### src/rtl/planificador_sensores_if.sv
// Sensor-side handshake and monitor-core bus shared by the round-robin scheduler.
// The master modport is the scheduler; the slave modport is the sensors plus the monitor core.
interface planificador_sensores_if #(
    parameter int N_SENS = 4
);
    logic [N_SENS-1:0]      sens_valid;
    logic [11*N_SENS-1:0]   sens_temp;
    logic [N_SENS-1:0]      sens_ready;
    logic signed [10:0]     mon_temp;
    logic                   mon_valid;
    logic [1:0]             mon_estado;
    logic                   mon_alerta;

    modport master (
        input  sens_valid, sens_temp, mon_estado, mon_alerta,
        output sens_ready, mon_temp, mon_valid
    );

    modport slave (
        output sens_valid, sens_temp, mon_estado, mon_alerta,
        input  sens_ready, mon_temp, mon_valid
    );
endinterface

### src/rtl/planificador_sensores.sv
// Round-robin scheduler sharing one temperature-monitor core among N_SENS zones.
// Clamps the chosen reading, waits out the monitor latency and stores per-zone status.
module planificador_sensores #(
    parameter int                 N_SENS  = 4,
    parameter int                 LAT_MON = 2,
    parameter logic signed [10:0] T_MIN   = -11'sd500,
    parameter logic signed [10:0] T_MAX   = 11'sd1000
) (
    input  logic                    clk,
    input  logic                    arst_n,
    planificador_sensores_if.master bus,
    output logic [2*N_SENS-1:0]     zona_estado,
    output logic [N_SENS-1:0]       zona_alerta,
    output logic [N_SENS-1:0]       zona_fuera,
    output logic                    alerta_global,
    output logic [2:0]              zona_activa,
    output logic                    busy
);

    typedef enum logic [1:0] {
        S_IDLE    = 2'd0,
        S_GRANT   = 2'd1,
        S_SETTLE  = 2'd2,
        S_CAPTURE = 2'd3
    } state_t;

    state_t              r_state;
    state_t              w_state_next;
    logic [2:0]          r_ptr;
    logic [2:0]          r_sel;
    logic [3:0]          r_cnt;
    logic signed [10:0]  r_mon_temp;
    logic                r_fuera_pend;
    logic [2*N_SENS-1:0] r_zona_estado;
    logic [N_SENS-1:0]   r_zona_alerta;
    logic [N_SENS-1:0]   r_zona_fuera;

    logic [N_SENS-1:0]   w_valid_rot;
    logic                w_any;
    logic [2:0]          w_sel;
    logic signed [10:0]  w_raw;
    logic signed [10:0]  w_clamped;
    logic                w_fuera;
    logic [N_SENS-1:0]   w_ready;
    logic                w_mon_valid;

    // Modular add for zone indices; both operands are always below N_SENS.
    function automatic logic [2:0] wrap_add(input logic [2:0] base, input int off);
        int s;
        s = int'(base) + off;
        if (s >= N_SENS) s = s - N_SENS;
        return 3'(s);
    endfunction

    // Rotate the request vector so bit 0 is the zone at the pointer; lowest set bit wins.
    always_comb begin
        // NOTE: every combinational output gets a default first so no path leaves it unassigned (no latch).
        w_valid_rot = N_SENS'({bus.sens_valid, bus.sens_valid} >> r_ptr);
        w_any       = |w_valid_rot;
        w_sel       = r_ptr;
        for (int k = N_SENS - 1; k >= 0; k--) begin
            if (w_valid_rot[k]) w_sel = wrap_add(r_ptr, k);
        end

        w_raw = '0;
        for (int k = 0; k < N_SENS; k++) begin
            if (k == int'(w_sel)) w_raw = bus.sens_temp[11*k +: 11];
        end

        w_clamped = w_raw;
        w_fuera   = 1'b0;
        if (w_raw > T_MAX) begin
            w_clamped = T_MAX;
            w_fuera   = 1'b1;
        end else if (w_raw < T_MIN) begin
            w_clamped = T_MIN;
            w_fuera   = 1'b1;
        end
    end

    always_ff @(posedge clk or negedge arst_n) begin
        // NOTE: state and data registers use non-blocking assignments so all flops update together.
        if (!arst_n) r_state <= S_IDLE;
        else         r_state <= w_state_next;
    end

    always_comb begin
        w_state_next = r_state;
        w_mon_valid  = 1'b0;
        w_ready      = '0;
        case (r_state)
            S_IDLE:    if (w_any) w_state_next = S_GRANT;
            S_GRANT: begin
                w_mon_valid  = 1'b1;
                for (int k = 0; k < N_SENS; k++) begin
                    if (k == int'(r_sel)) w_ready[k] = 1'b1;
                end
                w_state_next = S_SETTLE;
            end
            S_SETTLE:  if (r_cnt == 4'd0) w_state_next = S_CAPTURE;
            S_CAPTURE: w_state_next = S_IDLE;
            default:   w_state_next = S_IDLE;
        endcase
    end

    always_ff @(posedge clk or negedge arst_n) begin
        if (!arst_n) begin
            r_ptr         <= '0;
            r_sel         <= '0;
            r_cnt         <= '0;
            r_mon_temp    <= '0;
            r_fuera_pend  <= 1'b0;
            r_zona_estado <= '0;
            r_zona_alerta <= '0;
            r_zona_fuera  <= '0;
        end else begin
            case (r_state)
                S_IDLE: begin
                    if (w_any) begin
                        r_sel        <= w_sel;
                        r_mon_temp   <= w_clamped;
                        r_fuera_pend <= w_fuera;
                    end
                end
                S_GRANT:  r_cnt <= 4'(LAT_MON - 1);
                S_SETTLE: if (r_cnt != 4'd0) r_cnt <= r_cnt - 4'd1;
                S_CAPTURE: begin
                    for (int k = 0; k < N_SENS; k++) begin
                        if (k == int'(r_sel)) begin
                            r_zona_estado[2*k +: 2] <= bus.mon_estado;
                            r_zona_alerta[k]        <= bus.mon_alerta;
                            r_zona_fuera[k]         <= r_fuera_pend;
                        end
                    end
                    r_ptr <= wrap_add(r_sel, 1);
                end
                default: ;
            endcase
        end
    end

    assign bus.mon_temp   = r_mon_temp;
    assign bus.mon_valid  = w_mon_valid;
    assign bus.sens_ready = w_ready;
    assign zona_estado    = r_zona_estado;
    assign zona_alerta    = r_zona_alerta;
    assign zona_fuera     = r_zona_fuera;
    assign alerta_global  = |r_zona_alerta;
    assign zona_activa    = r_sel;
    assign busy           = (r_state != S_IDLE);

endmodule

### src/flat_wrapper.sv
// flat-port wrapper written by rule: the top's interface ports become plain ports
module planificador_sensores_flat 
#(
    parameter int                 N_SENS  = 4,
    parameter int                 LAT_MON = 2,
    parameter logic signed [10:0] T_MIN   = -11'sd500,
    parameter logic signed [10:0] T_MAX   = 11'sd1000
)
  (clk, arst_n, zona_estado, zona_alerta, zona_fuera, alerta_global, zona_activa, busy, bus_sens_valid, bus_sens_temp, bus_mon_estado, bus_mon_alerta, bus_sens_ready, bus_mon_temp, bus_mon_valid);
  planificador_sensores_if #(.N_SENS(N_SENS)) bus_i ();
  input  logic clk;
  input  logic arst_n;
  output logic [2*N_SENS-1:0] zona_estado;
  output logic [N_SENS-1:0] zona_alerta;
  output logic [N_SENS-1:0] zona_fuera;
  output logic alerta_global;
  output logic [2:0] zona_activa;
  output logic busy;
  input wire logic [$bits(bus_i.sens_valid)-1:0] bus_sens_valid;
  input wire logic [$bits(bus_i.sens_temp)-1:0] bus_sens_temp;
  input wire logic [$bits(bus_i.mon_estado)-1:0] bus_mon_estado;
  input wire logic [$bits(bus_i.mon_alerta)-1:0] bus_mon_alerta;
  output wire logic [$bits(bus_i.sens_ready)-1:0] bus_sens_ready;
  output wire logic [$bits(bus_i.mon_temp)-1:0] bus_mon_temp;
  output wire logic [$bits(bus_i.mon_valid)-1:0] bus_mon_valid;
  assign bus_i.sens_valid = bus_sens_valid;
  assign bus_i.sens_temp = bus_sens_temp;
  assign bus_i.mon_estado = bus_mon_estado;
  assign bus_i.mon_alerta = bus_mon_alerta;
  assign bus_sens_ready = bus_i.sens_ready;
  assign bus_mon_temp = bus_i.mon_temp;
  assign bus_mon_valid = bus_i.mon_valid;
  planificador_sensores #(.N_SENS(N_SENS), .LAT_MON(LAT_MON), .T_MIN(T_MIN), .T_MAX(T_MAX)) u_core (.clk(clk), .arst_n(arst_n), .bus(bus_i), .zona_estado(zona_estado), .zona_alerta(zona_alerta), .zona_fuera(zona_fuera), .alerta_global(alerta_global), .zona_activa(zona_activa), .busy(busy));
endmodule
### config.mk
export PLATFORM = sky130hd
export DESIGN_NAME = planificador_sensores_flat
export DESIGN_NICKNAME = d
export VERILOG_FILES = /design/src/rtl/planificador_sensores_if.sv /design/src/rtl/planificador_sensores.sv /design/src/flat_wrapper.sv
export SDC_FILE = /design/constraint.sdc
export NUM_CORES = 1
export LEC_CHECK = 0
export CAP_MARGIN = 20
export CORE_MARGIN = 8
export CORE_UTILIZATION = 30
export CTS_BUF_LIST = sky130_fd_sc_hd__clkbuf_8
export DETAILED_ROUTE_END_ITERATION = 10
export GPL_ROUTABILITY_DRIVEN = 1
export SLEW_MARGIN = 0
export SYNTH_ARGS = -nofsm -noshare
export SYNTH_HDL_FRONTEND = slang
export SYNTH_SLANG_ARGS = --single-unit
### constraint.sdc
create_clock -name clk -period 12.58 [get_ports clk]
set_input_delay 2.516 -clock clk [delete_from_list [all_inputs] [get_ports clk]]
set_output_delay 2.516 -clock clk [all_outputs]
set_load 0.02 [all_outputs]
==> results.md <==
* Crit path DAT at 6.28 ns
* Number of synthesized flops with an enable pin at 0
* Min-delay worst type: reg2reg
* Number of global-route vias before repair at 2583
* Place WS at 6.27 ns
* Syn Area/Cell at 9.66 sq um
* Routed vias/inst at 5.15
* Final #Nets at 440
* Grt total ovfl at 0
* Status: finished clean
* GR Util met3 at 4.21%
* TritonCTS Sinks at 40
* Global-route wire length before repair at 13500 um
* Clock Tree Buf Depth at 2
* Critical path data required time at 12.82 ns
* Number of diodes at 0
* Max IR drop VDD at 0.000126 V
* Final Hold Fails at 0
* Setup TNS at 0 ns
* Drt drc at 0
* DIE WIDTH at 113 um
* Slew Limit Fails at 0
* Pwr dens at 253 nW/um^2
* Seq cells post-synth at 40
* Area Growth Syn to Fin at 37.6%
* Vias at 2503
* Unique masters post-synth at 56
* Most used DFF post-synth: dfrtp_1
* Clock Latency Late Sink at 0.30 ns
* Share of the synthesized area in the top cell type at 35.6%
* Leakage power at 1.63 nW
* Post-DP HPWL at 6700 um
* Number of port buffers at 89
* ANT nets after route at 0
* Top Ports at 90
* Post-cts sizing count at 0
* Tot GR Track Use at 13.2%
* CTS tree: yes
* Ys async rst share at 100%
* Startpoint types: input port
* M1 GR Usage at 15.2%
* Met2 track demand over resource at 23.1%
* Proportion of layout cells with a drive suffix above 1 at 10.7%
* Largest net degree at the start of global routing at 41
* Postcts setup bufs at 0
* Fmax at 166 MHz
* Max Cap Viol at 0
* Cell Area, Synth at 2810 sq um
* Pre-Repair DR Iteration Count at 4
* Top Usage Layer GRT: met2
* Die height at 113 um
* GP Congestion at 0.857
* Area of the die at 12700 sq um
* Starting Density at 30.7%
* CTS root buffer: clkbuf_8
* Core area at 9150 sq um
* Clk_skew at 0.00868 ns
* Area contributors post-synth: dfrtp_1 36%, mux2_2 9.6%, mux2i_1 8.5%
* Iteration-0 DRC Markers at 129
* Endpoints failing setup at 0
* Initial antenna violation count at 0
* Sequential fraction of the synthesis area at 35.6%
* Area leader, netlist: dfrtp_1
* Avg WL per Cell at 17.2 um
* Actual slew at the worst max-slew pin at 0.896 ns
* Row count at 35
* Post-Route WL at 8360 um
* CTS Buf Count at 5
* Slew HR at 40.3%
* Mapped Cells at 291
* CTS H-tree depth at 2
* Fill count at 888
* Internal reg-to-reg setup slack at 8.21 ns
* Setup ws final at 6.54 ns
* RSZ-0062 raised after global routing: no
* Final critical-path required period at 6.04 ns
* Worst-path clk slew at 0.09 ns
* Syn. warnings at 0
* Final Cycle Share at 48.0%
* Kind of end point of the critical path: flop
* Hold buffers post-CTS at 0
* Crit-path max FO at 19
* Synthesized net count at 357
* Worst Path Class, Setup: in2reg
## final cells by class
class	instances	area [sq um]	share of cell area, %
multi-input cells	219	1670	43.2
clock inverters	2	15.0	0.388
well taps	111	139	3.59
inverters	18	67.6	1.75
clock buffers	6	82.6	2.14
flip-flops and latches	40	1000	25.9
repair buffers	90	893	23.1
## cells in the mapped netlist, types with 3 or more instances
master    count
a211o_1       3
a21oi_1      12
a222oi_1      3
a31oi_1       4
and2_1        6
buf_2         4
clkbuf_1      4
dfrtp_1      40
ha_1         13
inv_1        18
mux2_2       24
mux2i_1      24
nand2_1      24
nand2b_1      7
nand4_1       5
nor2_1       13
nor2b_1       8
nor3_1        6
nor4b_1       3
o21ai_0      17
o31ai_1       4
or3_1         4
## per-layer routing
| metal | vias up | wire [um] | part of all wire, % |
|---|---|---|---|
| li1 | 1241 | - | - |
| met1 | 1204 | 3600 | 43 |
| met2 | 47 | 4170 | 50 |
| met3 | 11 | 472 | 5.6 |
| met4 | 0 | 128 | 1.5 |
| met5 | - | 0 | 0 |
## critical path, stage by stage
cell and delay, ns:
clkdlybuf4s50_1 0.58, o21ai_0 0.15, a222oi_1 0.51, or2_1 0.20
mux2_2 0.48, mux2_1 0.40, a211o_1 0.27, a31oi_1 0.16
a31o_1 0.15, ha_1 0.30, nor2_1 0.25, o211a_1 0.18
o31a_1 0.11
## per-stage QoR
stage	instances	hold WS [ns]	power (W)	area [sq um]	util (%)
6_report	486	0.496	0.000978	3870	42.3
2_1_floorplan	291	0.462	0.000681	2810	-
4_1_cts	486	0.503	0.000988	3870	42.3
3_3_place_gp	478	0.467	0.000886	3770	41.2
5_1_grt	486	0.518	0.00106	3870	42.3
3_5_place_dp	478	0.469	0.000891	3770	41.2
## flip-flops by register name (all words and copies together), names as in the netlist
| name | cells |
|---|---|
| u_core.r_cnt | 4 |
| u_core.r_fuera_pend | 1 |
| u_core.zona_fuera | 4 |
| u_core.zona_activa | 3 |
| u_core.r_ptr | 3 |
| u_core.r_state | 2 |
| u_core.zona_alerta | 4 |
| u_core.zona_estado | 8 |
| u_core.bus.mon_temp | 11 |
## layout by cell type, fill, tap and decap left out, types with 2 or more instances in the layout
| cell type | count |
|---|---|
| or4_1 | 2 |
| a21oi_1 | 12 |
| o311a_1 | 2 |
| inv_1 | 18 |
| o21ai_0 | 17 |
| ha_1 | 13 |
| and2_1 | 6 |
| nand4_1 | 5 |
| nand2b_1 | 7 |
| nand3_1 | 2 |
| clkinvlp_4 | 2 |
| nor2_1 | 13 |
| a222oi_1 | 3 |
| mux2_2 | 24 |
| a31oi_1 | 4 |
| dfrtp_1 | 40 |
| clkdlybuf4s50_1 | 88 |
| nor4b_1 | 3 |
| clkbuf_8 | 6 |
| o31ai_1 | 4 |
| or2_1 | 2 |
| or3_1 | 4 |
| a211o_1 | 3 |
| nor3_1 | 6 |
| mux2i_1 | 24 |
| o41ai_1 | 2 |
| nand2_1 | 24 |
| nand3b_1 | 2 |
| nor2b_1 | 8 |
| a21o_1 | 2 |
## logic make-up (layout without fill, tap and decap cells)
| group | after synthesis | count (layout) | synth area share, % |
|---|---|---|---|
| AOI/OAI and AO/OA | 65 | 65 | 16.2 |
| muxes | 51 | 51 | 19.9 |
| adders and majority gates | 13 | 13 | 5.79 |
| DFF | 40 | 40 | 35.6 |
| xor gates and xnor gates | 1 | 1 | 0.312 |
| and+or+nand+nor | 89 | 89 | 17.0 |
| buffers and inverters | 32 | 116 | 5.25 |
## where the power goes
group	switching, W	internal [W]	total (W)
Sequential	0.0000528	0.000189	0.000242
Combinational	0.000338	0.000307	0.000645
Clock	0.0000471	0.0000444	0.0000915
Total	0.000438	0.000540	0.000978
## final timing paths
| kind | startpoint | endpoint | depth (start not counted) |
|---|---|---|---|
| min in group asynchronous | arst_n | u_core.zona_estado[7] | 1 |
| max | bus_sens_valid[1] | u_core.bus.mon_temp[7] | 13 |
| max reg2reg | u_core.r_ptr[0] | u_core.bus.mon_temp[5] | 15 |
| min | u_core.bus.mon_temp[10] | u_core.bus.mon_temp[10] | 2 |
| max in group asynchronous | arst_n | u_core.bus.mon_temp[4] | 1 |
| min reg2reg | u_core.bus.mon_temp[10] | u_core.bus.mon_temp[10] | 2 |
(Power assumes the default switching activity.)
==> RTL edit 1: new RTL, config.mk and constraints unchanged <==
`N_SENS` is set to 4 in 3 places; all go to 8.
--- a/src/rtl/planificador_sensores_if.sv
+++ b/src/rtl/planificador_sensores_if.sv
@@ -1,7 +1,7 @@
 // Sensor-side handshake and monitor-core bus shared by the round-robin scheduler.
 // The master modport is the scheduler; the slave modport is the sensors plus the monitor core.
 interface planificador_sensores_if #(
-    parameter int N_SENS = 4
+    parameter int N_SENS = 8
 );
     logic [N_SENS-1:0]      sens_valid;
     logic [11*N_SENS-1:0]   sens_temp;
--- a/src/rtl/planificador_sensores.sv
+++ b/src/rtl/planificador_sensores.sv
@@ -1,7 +1,7 @@
 // Round-robin scheduler sharing one temperature-monitor core among N_SENS zones.
 // Clamps the chosen reading, waits out the monitor latency and stores per-zone status.
 module planificador_sensores #(
-    parameter int                 N_SENS  = 4,
+    parameter int                 N_SENS  = 8,
     parameter int                 LAT_MON = 2,
     parameter logic signed [10:0] T_MIN   = -11'sd500,
     parameter logic signed [10:0] T_MAX   = 11'sd1000
--- a/src/flat_wrapper.sv
+++ b/src/flat_wrapper.sv
@@ -1,7 +1,7 @@
 // flat-port wrapper written by rule: the top's interface ports become plain ports
 module planificador_sensores_flat 
 #(
-    parameter int                 N_SENS  = 4,
+    parameter int                 N_SENS  = 8,
     parameter int                 LAT_MON = 2,
     parameter logic signed [10:0] T_MIN   = -11'sd500,
     parameter logic signed [10:0] T_MAX   = 11'sd1000
Interface: changed (6 resized); port bits go from 90 to 158. The function was not compared with the original's and may differ.
==> RTL edit 1 against the original RTL <==
  * Via count up 94%
  * Sequential cell count up 16
  * Design area up 75%
  * Setup slack worse by 1.6 ns
  * Area after synthesis up 79%
  * Critical path type unchanged
  * Power up 120%
  * Routed wire length up 110%
  * Core utilization down 1.2 points
==> RTL edit 1: results <==
set metrics [dict create \
    io_buffers 157 \
    clk_latency_ns 0.31 \
    ir_drop_uv 149 \
    hold_end "u_core.r_cnt[0]" \
    status "finished, final reports clean" \
    timing.critical_path.max_delay_family "multiplexers" \
    p_leak_nw 2.68 \
    synth_compound_area_share_pct 21.5 \
    power_clock_mw 0.101 \
    ys_types 71 \
    grt_antenna_before_repair 0 \
    finClkSkew_ns 0.00770 \
    path_clk_slew_ns 0.10 \
    dr.pass1.iters 5 \
    r2r_end "u_core.bus.mon_temp[6]" \
    hold_path_class "register to register" \
    r2r_cells 17 \
    wl_per_cell_um 19.9 \
    drt-initial-drc-count 257 \
    grt_pass1_vias 4831 \
    gp_congestion 0.860 \
    synth_xor_xnor_area_share_pct 0.524 \
    p_comb_mw 1.71 \
    seq_area_frac_synth_pct 27.9 \
    diodes 0 \
    regToRegSetupSlack_ns 6.19 \
    hpwlAfterDp_um 13200 \
    synth_commonest_cells "56 x dfrtp_1, 47 x nand2_1, 44 x mux2_2" \
    synth_nets 639 \
    intPower_mw 1.05 \
    nNetsFinal 767 \
    largest_reg_flops 16 \
    via_per_inst 5.57 \
    min_path_cells 1 \
    htree_levels 2 \
    muxShareOfSynthArea_pct 25.9 \
    crit_path_max_incr_delay_ns 0.62 \
    relSlewSlack_pct 32.7 \
    cp_max_fo 30 \
    worstPathArrival_ns 7.86 \
    grt_start_max_net_pins 57 \
    worstHoldStart "u_core.r_cnt[0]" \
    grt_pass1_wl_um 28000 \
    post_cts_resized 0 \
    yosys-top-cells-area "dfrtp_1 28%, mux2_2 9.9%, mux2i_1 8.2%" \
    grt_usage_pct 15.9 \
    synthAdderAreaFrac_pct 3.74 \
    r2r-start "u_core.r_ptr[1]" \
    drive_gt1_share_pct 13.5 \
]
[RTL edit 1: how the worst max path moves through the flow]
stage / to / startpoint / slack, ns
floorplan: u_core.bus.mon_temp[2] / bus_sens_valid[3] / 6.20
global placement: u_core.bus.mon_temp[4] / bus_sens_valid[5] / 4.89
detailed placement: u_core.bus.mon_temp[0] / bus_sens_valid[5] / 4.72
CTS: u_core.bus.mon_temp[0] / bus_sens_valid[5] / 5.04
global route: u_core.bus.mon_temp[6] / bus_sens_valid[5] / 4.60
finish: u_core.bus.mon_temp[6] / bus_sens_valid[5] / 4.96
[RTL edit 1: layout make-up]
type | instances | area, um^2
fillers | 1626 | 9710
multi-input cells | 410 | 3320
repair buffers | 163 | 1610
flip-flops and latches | 56 | 1400
well taps | 220 | 275
clock buffers | 5 | 68.8
inverters | 15 | 56.3
clock inverters | 3 | 21.3
[RTL edit 1: kinds of logic after synthesis]
family | after synthesis
multiplexers | 104
XOR/XNOR | 3
AND/OR/NAND/NOR | 144
AO/OA/AOI/OAI | 144
adder cells (fa/ha/maj) | 15
buffers and inverters | 57
flip-flops | 56
[RTL edit 1: stage by stage]
step	power, mW	cell area (um^2)	hold WS (ns)	std cells	worst slack [ns]
after floorplan	1.62	5020	0.438	523	6.20
after global placement	2.04	6670	0.455	864	4.89
after detailed placement	2.07	6670	0.475	864	4.72
after CTS	2.19	6760	0.490	872	5.04
after global routing	2.36	6760	0.507	872	4.60
final	2.17	6760	0.490	872	4.96
[RTL edit 1: per-layer routing]
layer	vias up	GRT usage, %	share of wire [%]
li1	2267	-	-
met1	2354	22.0	46
met3	14	3.76	7.7
met4	0	2.60	0.94
met5	-	0	0
met2	221	25.1	46
==> RTL edit 2: new RTL, same flow settings <==
Made on the original files. Encoding of `state_t`: now one-hot (4 bits for 4 states).
--- a/src/rtl/planificador_sensores.sv
+++ b/src/rtl/planificador_sensores.sv
@@ -17,11 +17,11 @@
     output logic                    busy
 );
 
-    typedef enum logic [1:0] {
-        S_IDLE    = 2'd0,
-        S_GRANT   = 2'd1,
-        S_SETTLE  = 2'd2,
-        S_CAPTURE = 2'd3
+    typedef enum logic [3:0] {
+        S_IDLE    = 4'b0001,
+        S_GRANT   = 4'b0010,
+        S_SETTLE  = 4'b0100,
+        S_CAPTURE = 4'b1000
     } state_t;
 
     state_t              r_state;
Function: same outputs for any inputs over 10 cycles, from zero or initial values and one cycle with arst_n low; not proved beyond that.
==> RTL edit 2 against the original RTL <==
  * Sequential cell count is 2 higher
  * Register-to-register slack better by 0.15 ns
  * Design area is 7.2% lower
  * Critical endpoint is now u_core.bus.mon_temp[0]
  * Final cell count is 10% lower
  * Sequential power is 5% lower
  * Sequential share of layout area is 3.4 points higher
  * Die area is 9.1% lower
  * Global-route usage is 0.64 points lower
  * Area after synthesis is 11% lower
  * Synthesized cell count is 18% lower
  * Setup slack better by 0.10 ns
  * Routed wire length is 14% lower
  * Largest cell class unchanged
  * Power is 17% lower
==> RTL edit 2: results <==
set metrics [dict create \
    status "finished, final reports clean" \
    drive_gt1_share_pct 10.6 \
    ir_drop_uv 111 \
    synth_commonest_cells "41 x dfrtp_1, 28 x mux2i_1, 18 x nand2_1" \
    path_clk_slew_ns 0.07 \
    grt_pass1_vias 2294 \
    placed_cells 428 \
    grt_start_max_net_pins 43 \
    relSlewSlack_pct 38.5 \
    grt_pass1_wl_um 11500 \
    drt-initial-drc-count 39 \
    synth_nets 300 \
    p_leak_nw 1.49 \
    cp_max_fo 9 \
    worstPathArrival_ns 6.14 \
    seq_area_frac_synth_pct 41.8 \
    grt_antenna_before_repair 0 \
    hpwlAfterDp_um 5640 \
    nNetsFinal 392 \
    vias 2155 \
    synth-edff-count 0 \
    finClkSkew_ns 0.00991 \
    synthCells 238 \
    yosys-top-cells-area "dfrtp_1 41%, mux2i_1 11%, mux2_2 7.2%" \
    largest_reg_flops 11 \
    ys_types 50 \
    routed_wirelength_um 7150 \
    nFillCells 809 \
    overflow 0 \
    finalNonFillerCells 436 \
    cts_setup_buffers 0 \
    gp_congestion 0.798 \
    grt_usage_pct 12.6 \
]
-- RTL edit 2: cell families (layout without fill, tap and decap cells) --
group                    Yosys count  after routing  share of synthesized area (%)
multiplexers                      44             44                           18.3
buffers and inverters             18            111                           3.68
AO/OA/AOI/OAI                     50             50                           14.8
adder cells (fa/ha/maj)            9              9                           4.48
AND/OR/NAND/NOR                   71             71                           15.2
XOR/XNOR                           4              4                           1.69
flip-flops                        42             42                           41.8
-- RTL edit 2: through the flow --
stage | cell area [um^2] | setup slack [ns] | utilization, % | power, mW
after global placement | 3500 | 6.46 | 42.8 | 0.722
final | 3590 | 6.65 | 43.9 | 0.809
after floorplan | 2510 | 7.21 | - | 0.565
after detailed placement | 3500 | 6.34 | 42.8 | 0.730
after global routing | 3590 | 6.18 | 43.9 | 0.876
after CTS | 3590 | 6.63 | 43.9 | 0.821
-- RTL edit 2: path summary, 6_finish.rpt --
| kind | from | to | slack [ns] | cells after the start |
|---|---|---|---|---|
| setup / recovery | bus_sens_valid[0] | u_core.bus.mon_temp[0] | 6.65 | 14 |
| hold / removal | u_core.bus.mon_temp[4] | u_core.bus.mon_temp[4] | 0.48 | 2 |
| setup reg to reg | u_core.r_ptr[0] | u_core.bus.mon_temp[0] | 8.36 | 14 |
| hold reg to reg | u_core.bus.mon_temp[4] | u_core.bus.mon_temp[4] | 0.48 | 2 |
| max in group asynchronous | arst_n | u_core.zona_estado[3] | 9.65 | 1 |
| min in group asynchronous | arst_n | u_core.r_state[2] | 2.35 | 1 |
-- RTL edit 2: area by class of cell --
type / count / area share (%)
Multi-Input combinational cell: 178 / 38.2
Sequential cell: 42 / 29.3
Timing Repair Buffer: 91 / 25.1
Tap cell: 105 / 3.66
Clock buffer: 6 / 2.30
Inverter: 12 / 1.25
Clock inverter: 2 / 0.209
-- RTL edit 2: report_power, final --
part,internal [mW],total [mW],switching [mW],leakage [nW]
clock,0.0431,0.0878,0.0447,0.0538
sequential,0.187,0.230,0.0428,0.521
combinational,0.224,0.492,0.268,0.916
total,0.454,0.809,0.355,1.49
-- RTL edit 2: metal layers --
| metal | share of wire, % | vias up | track usage [%] |
|---|---|---|---|
| met4 | 1.0 | 0 | 3.96 |
| met5 | 0 | - | 0 |
| met1 | 43 | 1049 | 14.7 |
| met2 | 53 | 35 | 22.3 |
| met3 | 3.0 | 8 | 2.69 |
| li1 | - | 1063 | - |
-- RTL edit 2: worst max-delay path, cell delays in order --
cell             delay (ns)
clkdlybuf4s50_1        0.49
nor2b_1                0.21
a2111oi_0              0.37
mux2i_1                0.21
a31oi_1                0.32
nand2_1                0.30
o22ai_1                0.39
a21oi_1                0.20
nand2_1                0.09
nand3b_1               0.08
ha_1                   0.29
nor2_1                 0.37
nand3_1                0.11
o21ai_0                0.17
